===== src/rtl/alu_operand_stage_if.sv =====
// Handshake and datapath bundle between the decode side, the forwarding
// sources and the ALU operand stage.
interface alu_operand_stage_if #(
   parameter int WIDTH = 32,
   parameter int RA    = 5
);
   localparam int SW = $clog2(WIDTH);

   logic             flush;
   logic             in_valid;
   logic             in_ready;
   logic [RA-1:0]    in_rs1_addr;
   logic [RA-1:0]    in_rs2_addr;
   logic [RA-1:0]    in_rd_addr;
   logic [WIDTH-1:0] in_rs1_data;
   logic [WIDTH-1:0] in_rs2_data;
   logic [WIDTH-1:0] in_imm;
   logic [WIDTH-1:0] in_pc;
   logic             in_use_imm;
   logic             in_use_pc;
   logic [4:0]       in_alu_control;
   logic             in_is_load;
   logic             mem_wr_en;
   logic [RA-1:0]    mem_rd_addr;
   logic [WIDTH-1:0] mem_data;
   logic             wb_wr_en;
   logic [RA-1:0]    wb_rd_addr;
   logic [WIDTH-1:0] wb_data;
   logic             out_valid;
   logic             out_ready;
   logic [WIDTH-1:0] operand_a;
   logic [WIDTH-1:0] operand_b;
   logic [4:0]       alu_control;
   logic [SW-1:0]    shift_amount;
   logic [WIDTH-1:0] out_rs2_value;
   logic [RA-1:0]    out_rd_addr;
   logic             out_is_load;
   logic [31:0]      stall_count;

   modport master (
      output flush, in_valid, in_rs1_addr, in_rs2_addr, in_rd_addr,
             in_rs1_data, in_rs2_data, in_imm, in_pc, in_use_imm, in_use_pc,
             in_alu_control, in_is_load, mem_wr_en, mem_rd_addr, mem_data,
             wb_wr_en, wb_rd_addr, wb_data, out_ready,
      input  in_ready, out_valid, operand_a, operand_b, alu_control,
             shift_amount, out_rs2_value, out_rd_addr, out_is_load, stall_count
   );

   modport slave (
      input  flush, in_valid, in_rs1_addr, in_rs2_addr, in_rd_addr,
             in_rs1_data, in_rs2_data, in_imm, in_pc, in_use_imm, in_use_pc,
             in_alu_control, in_is_load, mem_wr_en, mem_rd_addr, mem_data,
             wb_wr_en, wb_rd_addr, wb_data, out_ready,
      output in_ready, out_valid, operand_a, operand_b, alu_control,
             shift_amount, out_rs2_value, out_rd_addr, out_is_load, stall_count
   );
endinterface


===== src/rtl/alu_operand_stage.sv =====
// ID/EX register stage: captures decoded instructions, forwards from EX/MEM
// and MEM/WB into the ALU operands, and inserts one bubble on load-use.
module alu_operand_stage #(
   parameter int WIDTH = 32,
   parameter int RA    = 5
) (
   input logic               clk,
   input logic               rst,
   alu_operand_stage_if.slave bus
);
   localparam int SW = $clog2(WIDTH);

   typedef enum logic {EMPTY = 1'b0, FULL = 1'b1} state_t;

   state_t           state_q, state_d;
   logic [RA-1:0]    rs1_addr_q, rs1_addr_d;
   logic [RA-1:0]    rs2_addr_q, rs2_addr_d;
   logic [RA-1:0]    rd_addr_q, rd_addr_d;
   logic [WIDTH-1:0] rs1_val_q, rs1_val_d;
   logic [WIDTH-1:0] rs2_val_q, rs2_val_d;
   logic [WIDTH-1:0] imm_q, imm_d;
   logic [WIDTH-1:0] pc_q, pc_d;
   logic             use_imm_q, use_imm_d;
   logic             use_pc_q, use_pc_d;
   logic             is_load_q, is_load_d;
   logic [4:0]       alu_ctl_q, alu_ctl_d;
   logic [31:0]      stall_count_q, stall_count_d;

   logic             advance;
   logic             hz;
   logic [WIDTH-1:0] fwd_rs1;
   logic [WIDTH-1:0] fwd_rs2;
   logic [WIDTH-1:0] op_b;

   // EX/MEM wins over MEM/WB because it carries the younger write.
   function automatic logic [WIDTH-1:0] forward(
      input logic [RA-1:0]    addr,
      input logic [WIDTH-1:0] held,
      input logic             m_en,
      input logic [RA-1:0]    m_rd,
      input logic [WIDTH-1:0] m_data,
      input logic             w_en,
      input logic [RA-1:0]    w_rd,
      input logic [WIDTH-1:0] w_data
   );
      if (addr == '0)                 return '0;
      else if (m_en && m_rd == addr)  return m_data;
      else if (w_en && w_rd == addr)  return w_data;
      else                            return held;
   endfunction

   assign advance = (state_q == EMPTY) || bus.out_ready;
   assign hz = bus.in_valid && (state_q == FULL) && is_load_q && (rd_addr_q != '0) &&
               ((rd_addr_q == bus.in_rs1_addr) ||
                ((rd_addr_q == bus.in_rs2_addr) && !bus.in_use_imm));
   assign bus.in_ready = bus.flush || (advance && !hz);

   always_comb begin
      state_d       = state_q;
      rs1_addr_d    = rs1_addr_q;
      rs2_addr_d    = rs2_addr_q;
      rd_addr_d     = rd_addr_q;
      rs1_val_d     = rs1_val_q;
      rs2_val_d     = rs2_val_q;
      imm_d         = imm_q;
      pc_d          = pc_q;
      use_imm_d     = use_imm_q;
      use_pc_d      = use_pc_q;
      is_load_d     = is_load_q;
      alu_ctl_d     = alu_ctl_q;
      stall_count_d = stall_count_q;

      if (bus.flush) begin
         state_d = EMPTY;
      end else if (advance && hz) begin
         state_d = EMPTY;
         if (stall_count_q != 32'hFFFF_FFFF) begin
            stall_count_d = stall_count_q + 32'd1;
         end
      end else if (advance) begin
         if (bus.in_valid) begin
            state_d    = FULL;
            rs1_addr_d = bus.in_rs1_addr;
            rs2_addr_d = bus.in_rs2_addr;
            rd_addr_d  = bus.in_rd_addr;
            // Same-cycle register-file write would otherwise be missed.
            rs1_val_d  = (bus.wb_wr_en && bus.wb_rd_addr != '0 && bus.wb_rd_addr == bus.in_rs1_addr)
                         ? bus.wb_data : bus.in_rs1_data;
            rs2_val_d  = (bus.wb_wr_en && bus.wb_rd_addr != '0 && bus.wb_rd_addr == bus.in_rs2_addr)
                         ? bus.wb_data : bus.in_rs2_data;
            imm_d      = bus.in_imm;
            pc_d       = bus.in_pc;
            use_imm_d  = bus.in_use_imm;
            use_pc_d   = bus.in_use_pc;
            is_load_d  = bus.in_is_load;
            alu_ctl_d  = bus.in_alu_control;
         end else begin
            state_d = EMPTY;
         end
      end
   end

   always_ff @(posedge clk) begin
      if (rst) begin
         state_q       <= EMPTY;
         rs1_addr_q    <= '0;
         rs2_addr_q    <= '0;
         rd_addr_q     <= '0;
         rs1_val_q     <= '0;
         rs2_val_q     <= '0;
         imm_q         <= '0;
         pc_q          <= '0;
         use_imm_q     <= 1'b0;
         use_pc_q      <= 1'b0;
         is_load_q     <= 1'b0;
         alu_ctl_q     <= '0;
         stall_count_q <= '0;
      end else begin
         state_q       <= state_d;
         rs1_addr_q    <= rs1_addr_d;
         rs2_addr_q    <= rs2_addr_d;
         rd_addr_q     <= rd_addr_d;
         rs1_val_q     <= rs1_val_d;
         rs2_val_q     <= rs2_val_d;
         imm_q         <= imm_d;
         pc_q          <= pc_d;
         use_imm_q     <= use_imm_d;
         use_pc_q      <= use_pc_d;
         is_load_q     <= is_load_d;
         alu_ctl_q     <= alu_ctl_d;
         stall_count_q <= stall_count_d;
      end
   end

   assign fwd_rs1 = forward(rs1_addr_q, rs1_val_q, bus.mem_wr_en, bus.mem_rd_addr, bus.mem_data,
                            bus.wb_wr_en, bus.wb_rd_addr, bus.wb_data);
   assign fwd_rs2 = forward(rs2_addr_q, rs2_val_q, bus.mem_wr_en, bus.mem_rd_addr, bus.mem_data,
                            bus.wb_wr_en, bus.wb_rd_addr, bus.wb_data);
   assign op_b    = use_imm_q ? imm_q : fwd_rs2;

   assign bus.out_valid     = (state_q == FULL);
   assign bus.operand_a     = use_pc_q ? pc_q : fwd_rs1;
   assign bus.operand_b     = op_b;
   assign bus.shift_amount  = op_b[SW-1:0];
   assign bus.out_rs2_value = fwd_rs2;
   assign bus.alu_control   = alu_ctl_q;
   assign bus.out_rd_addr   = rd_addr_q;
   assign bus.out_is_load   = is_load_q;
   assign bus.stall_count   = stall_count_q;
endmodule


===== src/flat_wrapper.sv =====
// flat-port wrapper written by rule: the top's interface ports become plain ports
module alu_operand_stage_flat 
#(
   parameter int WIDTH = 32,
   parameter int RA    = 5
)
  (clk, rst, bus_flush, bus_in_valid, bus_in_rs1_addr, bus_in_rs2_addr, bus_in_rd_addr, bus_in_rs1_data, bus_in_rs2_data, bus_in_imm, bus_in_pc, bus_in_use_imm, bus_in_use_pc, bus_in_alu_control, bus_in_is_load, bus_mem_wr_en, bus_mem_rd_addr, bus_mem_data, bus_wb_wr_en, bus_wb_rd_addr, bus_wb_data, bus_out_ready, bus_in_ready, bus_out_valid, bus_operand_a, bus_operand_b, bus_alu_control, bus_shift_amount, bus_out_rs2_value, bus_out_rd_addr, bus_out_is_load, bus_stall_count);
  alu_operand_stage_if #(.WIDTH(WIDTH), .RA(RA)) bus_i ();
  input logic clk;
  input logic rst;
  input wire logic [$bits(bus_i.flush)-1:0] bus_flush;
  input wire logic [$bits(bus_i.in_valid)-1:0] bus_in_valid;
  input wire logic [$bits(bus_i.in_rs1_addr)-1:0] bus_in_rs1_addr;
  input wire logic [$bits(bus_i.in_rs2_addr)-1:0] bus_in_rs2_addr;
  input wire logic [$bits(bus_i.in_rd_addr)-1:0] bus_in_rd_addr;
  input wire logic [$bits(bus_i.in_rs1_data)-1:0] bus_in_rs1_data;
  input wire logic [$bits(bus_i.in_rs2_data)-1:0] bus_in_rs2_data;
  input wire logic [$bits(bus_i.in_imm)-1:0] bus_in_imm;
  input wire logic [$bits(bus_i.in_pc)-1:0] bus_in_pc;
  input wire logic [$bits(bus_i.in_use_imm)-1:0] bus_in_use_imm;
  input wire logic [$bits(bus_i.in_use_pc)-1:0] bus_in_use_pc;
  input wire logic [$bits(bus_i.in_alu_control)-1:0] bus_in_alu_control;
  input wire logic [$bits(bus_i.in_is_load)-1:0] bus_in_is_load;
  input wire logic [$bits(bus_i.mem_wr_en)-1:0] bus_mem_wr_en;
  input wire logic [$bits(bus_i.mem_rd_addr)-1:0] bus_mem_rd_addr;
  input wire logic [$bits(bus_i.mem_data)-1:0] bus_mem_data;
  input wire logic [$bits(bus_i.wb_wr_en)-1:0] bus_wb_wr_en;
  input wire logic [$bits(bus_i.wb_rd_addr)-1:0] bus_wb_rd_addr;
  input wire logic [$bits(bus_i.wb_data)-1:0] bus_wb_data;
  input wire logic [$bits(bus_i.out_ready)-1:0] bus_out_ready;
  output wire logic [$bits(bus_i.in_ready)-1:0] bus_in_ready;
  output wire logic [$bits(bus_i.out_valid)-1:0] bus_out_valid;
  output wire logic [$bits(bus_i.operand_a)-1:0] bus_operand_a;
  output wire logic [$bits(bus_i.operand_b)-1:0] bus_operand_b;
  output wire logic [$bits(bus_i.alu_control)-1:0] bus_alu_control;
  output wire logic [$bits(bus_i.shift_amount)-1:0] bus_shift_amount;
  output wire logic [$bits(bus_i.out_rs2_value)-1:0] bus_out_rs2_value;
  output wire logic [$bits(bus_i.out_rd_addr)-1:0] bus_out_rd_addr;
  output wire logic [$bits(bus_i.out_is_load)-1:0] bus_out_is_load;
  output wire logic [$bits(bus_i.stall_count)-1:0] bus_stall_count;
  assign bus_i.flush = bus_flush;
  assign bus_i.in_valid = bus_in_valid;
  assign bus_i.in_rs1_addr = bus_in_rs1_addr;
  assign bus_i.in_rs2_addr = bus_in_rs2_addr;
  assign bus_i.in_rd_addr = bus_in_rd_addr;
  assign bus_i.in_rs1_data = bus_in_rs1_data;
  assign bus_i.in_rs2_data = bus_in_rs2_data;
  assign bus_i.in_imm = bus_in_imm;
  assign bus_i.in_pc = bus_in_pc;
  assign bus_i.in_use_imm = bus_in_use_imm;
  assign bus_i.in_use_pc = bus_in_use_pc;
  assign bus_i.in_alu_control = bus_in_alu_control;
  assign bus_i.in_is_load = bus_in_is_load;
  assign bus_i.mem_wr_en = bus_mem_wr_en;
  assign bus_i.mem_rd_addr = bus_mem_rd_addr;
  assign bus_i.mem_data = bus_mem_data;
  assign bus_i.wb_wr_en = bus_wb_wr_en;
  assign bus_i.wb_rd_addr = bus_wb_rd_addr;
  assign bus_i.wb_data = bus_wb_data;
  assign bus_i.out_ready = bus_out_ready;
  assign bus_in_ready = bus_i.in_ready;
  assign bus_out_valid = bus_i.out_valid;
  assign bus_operand_a = bus_i.operand_a;
  assign bus_operand_b = bus_i.operand_b;
  assign bus_alu_control = bus_i.alu_control;
  assign bus_shift_amount = bus_i.shift_amount;
  assign bus_out_rs2_value = bus_i.out_rs2_value;
  assign bus_out_rd_addr = bus_i.out_rd_addr;
  assign bus_out_is_load = bus_i.out_is_load;
  assign bus_stall_count = bus_i.stall_count;
  alu_operand_stage #(.WIDTH(WIDTH), .RA(RA)) u_core (.clk(clk), .rst(rst), .bus(bus_i));
endmodule

===== config.mk =====
export PLATFORM = sky130hd
export DESIGN_NAME = alu_operand_stage_flat
export DESIGN_NICKNAME = d
export VERILOG_FILES = /design/src/rtl/alu_operand_stage_if.sv /design/src/rtl/alu_operand_stage.sv /design/src/flat_wrapper.sv
export SDC_FILE = /design/constraint.sdc
export NUM_CORES = 1
export LEC_CHECK = 0
export ABC_AREA = 1
export CORE_ASPECT_RATIO = 1.1
export CORE_MARGIN = 3
export CORE_UTILIZATION = 37
export DETAILED_ROUTE_END_ITERATION = 10
export MAX_ROUTING_LAYER = met4
export PLACE_DENSITY = 0.62
export SLEW_MARGIN = 40
export SYNTH_ARGS = -nofsm -noshare
export SYNTH_HDL_FRONTEND = slang
export SYNTH_SLANG_ARGS = --single-unit

===== constraint.sdc =====
create_clock -name clk -period 2.4 [get_ports clk]
set_clock_uncertainty 0.05 [all_clocks]
set_input_delay 0.48 -clock clk [delete_from_list [all_inputs] [get_ports clk]]
set_output_delay 0.48 -clock clk [all_outputs]
set_load 0.05 [all_outputs]

==> impl_summary.txt <==
----------------------------------------------------
[Flow run]
  Number of max-cap violations ... 0

[STA]
  Number of max-slew violations in the final report ... 0
  Number of hold violations in the final report ... 0
  Share of the clock period used by the worst path ... 115%
  Minimum setup slack in the final design ... -0.352 ns
  Transition time at the pin with the least slew margin ... 0.671 ns
  Final worst path period need ... 2.75 ns
  Achievable clock frequency ... 363 MHz
  Setup repair after global routing missed its margin ... true
  Relative slew margins ... 55.3%
  Setup violation total in the final timing report ... 101
  Worst hold slack ... 0.416 ns

[Place]
  Placed cells ... 2921
  Worst slack at placement ... -0.616 ns
  Final estimated routing congestion in global placement ... 0.930
  Standard cell area after detailed placement ... 17200 um2
  Post-DP HPWL ... 39.6 mm
  Quantity of I/O buffers inserted on ports ... 377

[Power and ir drop]
  Maximum ir drop on the vdd rail ... 0.491 mV
  Proportion of total power due to net switching ... 35.9%
  Power density relative to cell area ... 508 nW/um2
  Power spent charging and discharging nets ... 3.50 mW
  Internal Pwr Total ... 6.25 mW
  Combinational power share ... 34.5%
  Sequential fraction of design power ... 33.9%
  Static Leak ... 9.04 nW
  Clock power share ... 31.5%

[Finish]
  Fraction of layout instances using a drive strength above 1 ... 20.9%
  Synthesis-to-layout area growth ... 58.2%
  Count of fill cells added during filler insertion ... 3134
  Final #Nets ... 2769
  Flip-flop and latch area ... 3710 um2
  Multi-input gate area ... 8040 um2
  Final std cells w/o fill ... 2978
  Core Util, Final ... 60.3%
  Design Area, Final ... 19200 um2

[Setup path]
  Logic depth of the worst register-to-register path ... 11
  Slowest stage cell, crit path ... dfxtp_2
  Top Family by Delay on Critical Path ... buffers and inverters
  Reg2reg end ... u_core.bus.stall_count[1]
  Worst path max stage delay ... 0.34 ns
  Arrival time at the worst endpoint ... 2.22 ns
  Class of the most critical setup path ... reg -> out
  Buffers and inverters on the worst path ... 4
  Required time at the worst-slack endpoint ... 1.87 ns
  Reg-to-reg setup timing slack ... 0.50 ns
  Sequence of cells on the critical path ... buf_6 -> xor2_1 -> a21oi_1 -> nand3_2 -> buf_4 -> buf_4 -> nand3_2 -> nand2_2 -> o21ai_4 -> buf_6
  Category of the worst setup path capture point ... output pin
  Setup crit start kind ... flip-flop
  Largest fanout of any net on the critical path ... 4
  Worst r2r src ... u_core.bus.stall_count[0]

[Synthesis]
  Number of flops mapped to enable cells by yosys ... 0
  Warnings from Yosys ... 0
  Async set or reset register ratio after synthesis ... 0%
  Share of the yosys chip area belonging to registers ... 30.4%
  Synthesized instance count ... 2154
  Most frequent cells after synthesis ... 729 x nand2_1, 407 x nor2_1, 184 x dfxtp_1
  Synth Flop Type ... dfxtp_1
  Post-Synthesis Cell Area ... 12100 um2
  Post-synthesis cell type with the largest combined area ... dfxtp_1
  Most repeated cell in the gate-level netlist after synthesis ... nand2_1
  Post-synthesis area per instance ... 5.63 um2
  Area share of the largest cell type after synthesis ... 30.4%
  Dominant cells by area after synthesis ... dfxtp_1 30%, nand2_1 23%, nor2_1 13%
  Post-synth net total ... 2387
  Post-synthesis cell type count ... 30
  Flip-flop and latch count after synthesis ... 184

[Die]
  Die H ... 196 um
  Die Footprint ... 35000 um2
  Initial Util ... 38.1%
  DIE WIDTH ... 179 um
  Area of the core region ... 31800 um2
  Top-Level Pins ... 378
  Site Rows ... 68

[Global route]
  Maximum number of pins on one net before global-route repair ... 70
  Antenna violations before repair ... 9
  Global-route congestion overflow total ... 0
  Via count of the first global-routing pass ... 14785
  Wire length of the first global-routing pass ... 82.0 mm
  Total Routing Usage GR ... 31.0%

[CTS]
  Clock latency at the later pin of the worst-skew pair ... 0.45 ns
  Maximum clock insertion buffer count ... 2
  Number of clock buffers inserted by TritonCTS ... 17
  Clock tree from TritonCTS ... yes
  Clock transition at the registers of the reported paths ... 0.07 ns
  Root buffer cell ... clkbuf_16
  H-tree lvl count ... 4
  Clk sink count ... 184

[Status]
  Violations in the final reports ... setup timing
  Outcome ... complete, but fails checks

[Routing]
  Via Count ... 15410
  Post-route DRC violation count ... 0
  First drt pass iteration count ... 6
  Count of routing violations after the opening detailed-route iteration ... 1150
  Total Routed Length ... 55.7 mm
  Number of vias per cell ... 5.17
  Routed length per instance ... 18.7 um
  Residual antenna-violating net count after detailed routing ... 0

[Worst hold path]
  Min-delay src ... u_core.imm_q[9]
  Destination of the worst hold path ... u_core.imm_q[9]
  Worst min-delay path category ... reg -> reg
  Hold Crit Depth ... 2

----------------------------------------------------
==> flip-flops by register name, summed over array words and instances (netlist names) <==
name	flops
u_core.bus.out_rd_addr	5
u_core.rs1_val_q	32
u_core.rs2_addr_q	5
u_core.bus.out_is_load	1
u_core.use_pc_q	1
u_core.rs2_val_q	32
u_core.bus.out_valid	1
u_core.imm_q	32
u_core.bus.alu_control	5
u_core.rs1_addr_q	5
u_core.use_imm_q	1
u_core.pc_q	32
u_core.bus.stall_count	32
==> per-layer routing <==
metal	vias to the layer above	GRT usage (%)	routed length, um
met5	-	-	0
met4	0	12.8	2060
met3	118	6.14	4200
met2	661	51.4	27100
met1	7058	36.5	22300
li1	7573	-	-
==> power by group through the flow <==
stage	logic, mW	registers (mW)	clock network, mW
after floorplan	1.72	3.39	0
after global placement	3.03	3.37	0
after detailed placement	3.04	3.37	0
after CTS	3.23	3.30	3.14
after global routing	3.59	3.32	3.24
final	3.37	3.31	3.07
==> worst reg2reg max path, stage by stage (launching register included) <==
cell	delay, ns
dfxtp_1	0.45
ha_1	0.21
inv_1	0.09
nor3_4	0.14
nand2_2	0.11
nor2_2	0.13
nand2_1	0.08
nand2_2	0.09
nor2_2	0.06
buf_12	0.16
o21ai_0	0.17
nor2_1	0.05
==> layout make-up <==
cell class,instances,share of cell area [%]
Antenna cell,9,0.117
Clock buffer,21,2.56
Clock inverter,11,0.685
Inverter,190,3.78
Multi-Input combinational cell,1635,41.9
Sequential cell,184,19.3
Tap cell,420,2.74
Timing Repair Buffer,508,28.9
==> cell families after synthesis <==
family | Yosys count | synth area share, %
adders and majority gates | 1 | 0.103
buffers and inverters | 335 | 11.4
and+or+nand+nor | 1426 | 48.7
AOI/OAI and AO/OA | 184 | 7.69
xor gates and xnor gates | 24 | 1.73
DFF | 184 | 30.4
==> layout by cell type (no fill, tap or decap), types with 4 or more instances in the layout <==
| cell | n |
|---|---|
| dfxtp_2 | 6 |
| inv_6 | 5 |
| nor2_2 | 35 |
| buf_12 | 37 |
| nand3_4 | 4 |
| o21ai_1 | 6 |
| inv_2 | 18 |
| dfxtp_1 | 173 |
| dlymetal6s2s_1 | 9 |
| nor2_1 | 359 |
| nand3_1 | 109 |
| nand2_1 | 669 |
| a21oi_1 | 71 |
| o21ai_0 | 31 |
| nor3_1 | 14 |
| a21oi_4 | 4 |
| xor2_1 | 19 |
| nand3b_1 | 4 |
| nand2_2 | 59 |
| diode_2 | 9 |
| buf_6 | 118 |
| clkdlybuf4s50_1 | 253 |
| nor2_4 | 15 |
| nand3_2 | 35 |
| nor3_4 | 4 |
| dlygate4sd2_1 | 9 |
| inv_1 | 168 |
| nand4_1 | 112 |
| dfxtp_4 | 5 |
| o21ai_2 | 58 |
| o21ai_4 | 6 |
| buf_4 | 69 |
| clkbuf_16 | 21 |
==> per-stage QoR <==
step / total power [mW] / setup TNS [ns]
floorplan: 5.10 / -0.0977
global placement: 6.40 / -64.82
detailed placement: 6.41 / -70.54
CTS: 9.67 / -30.15
global route: 10.2 / -35.35
finish: 9.75 / -26.74
==> repair_timing <==
item	4_1_cts	5_1_grt
setup endpoints to repair	102	102
pin swaps	10	24
hold buffers	0	0
setup buffers	5	4
gates resized for setup	182	158
cloned	3	5
==> how the worst max path moves through the flow <==
stage                    startpoint                   to  slack, ns  cells past startpoint
5_1_grt        u_core.rs2_addr_q[1]     bus_operand_b[0]      -0.42                     10
6_report       u_core.rs2_addr_q[1]     bus_operand_b[0]      -0.35                     10
3_3_place_gp      bus_wb_rd_addr[1]     bus_operand_b[0]      -0.60                     11
4_1_cts        u_core.rs2_addr_q[1]  bus_shift_amount[0]      -0.38                     10
2_1_floorplan    bus_mem_rd_addr[3]  bus_shift_amount[3]      -0.02                      8
3_5_place_dp      bus_wb_rd_addr[1]  bus_shift_amount[0]      -0.62                     11
Note: power is estimated with default switching activity, not from simulation.
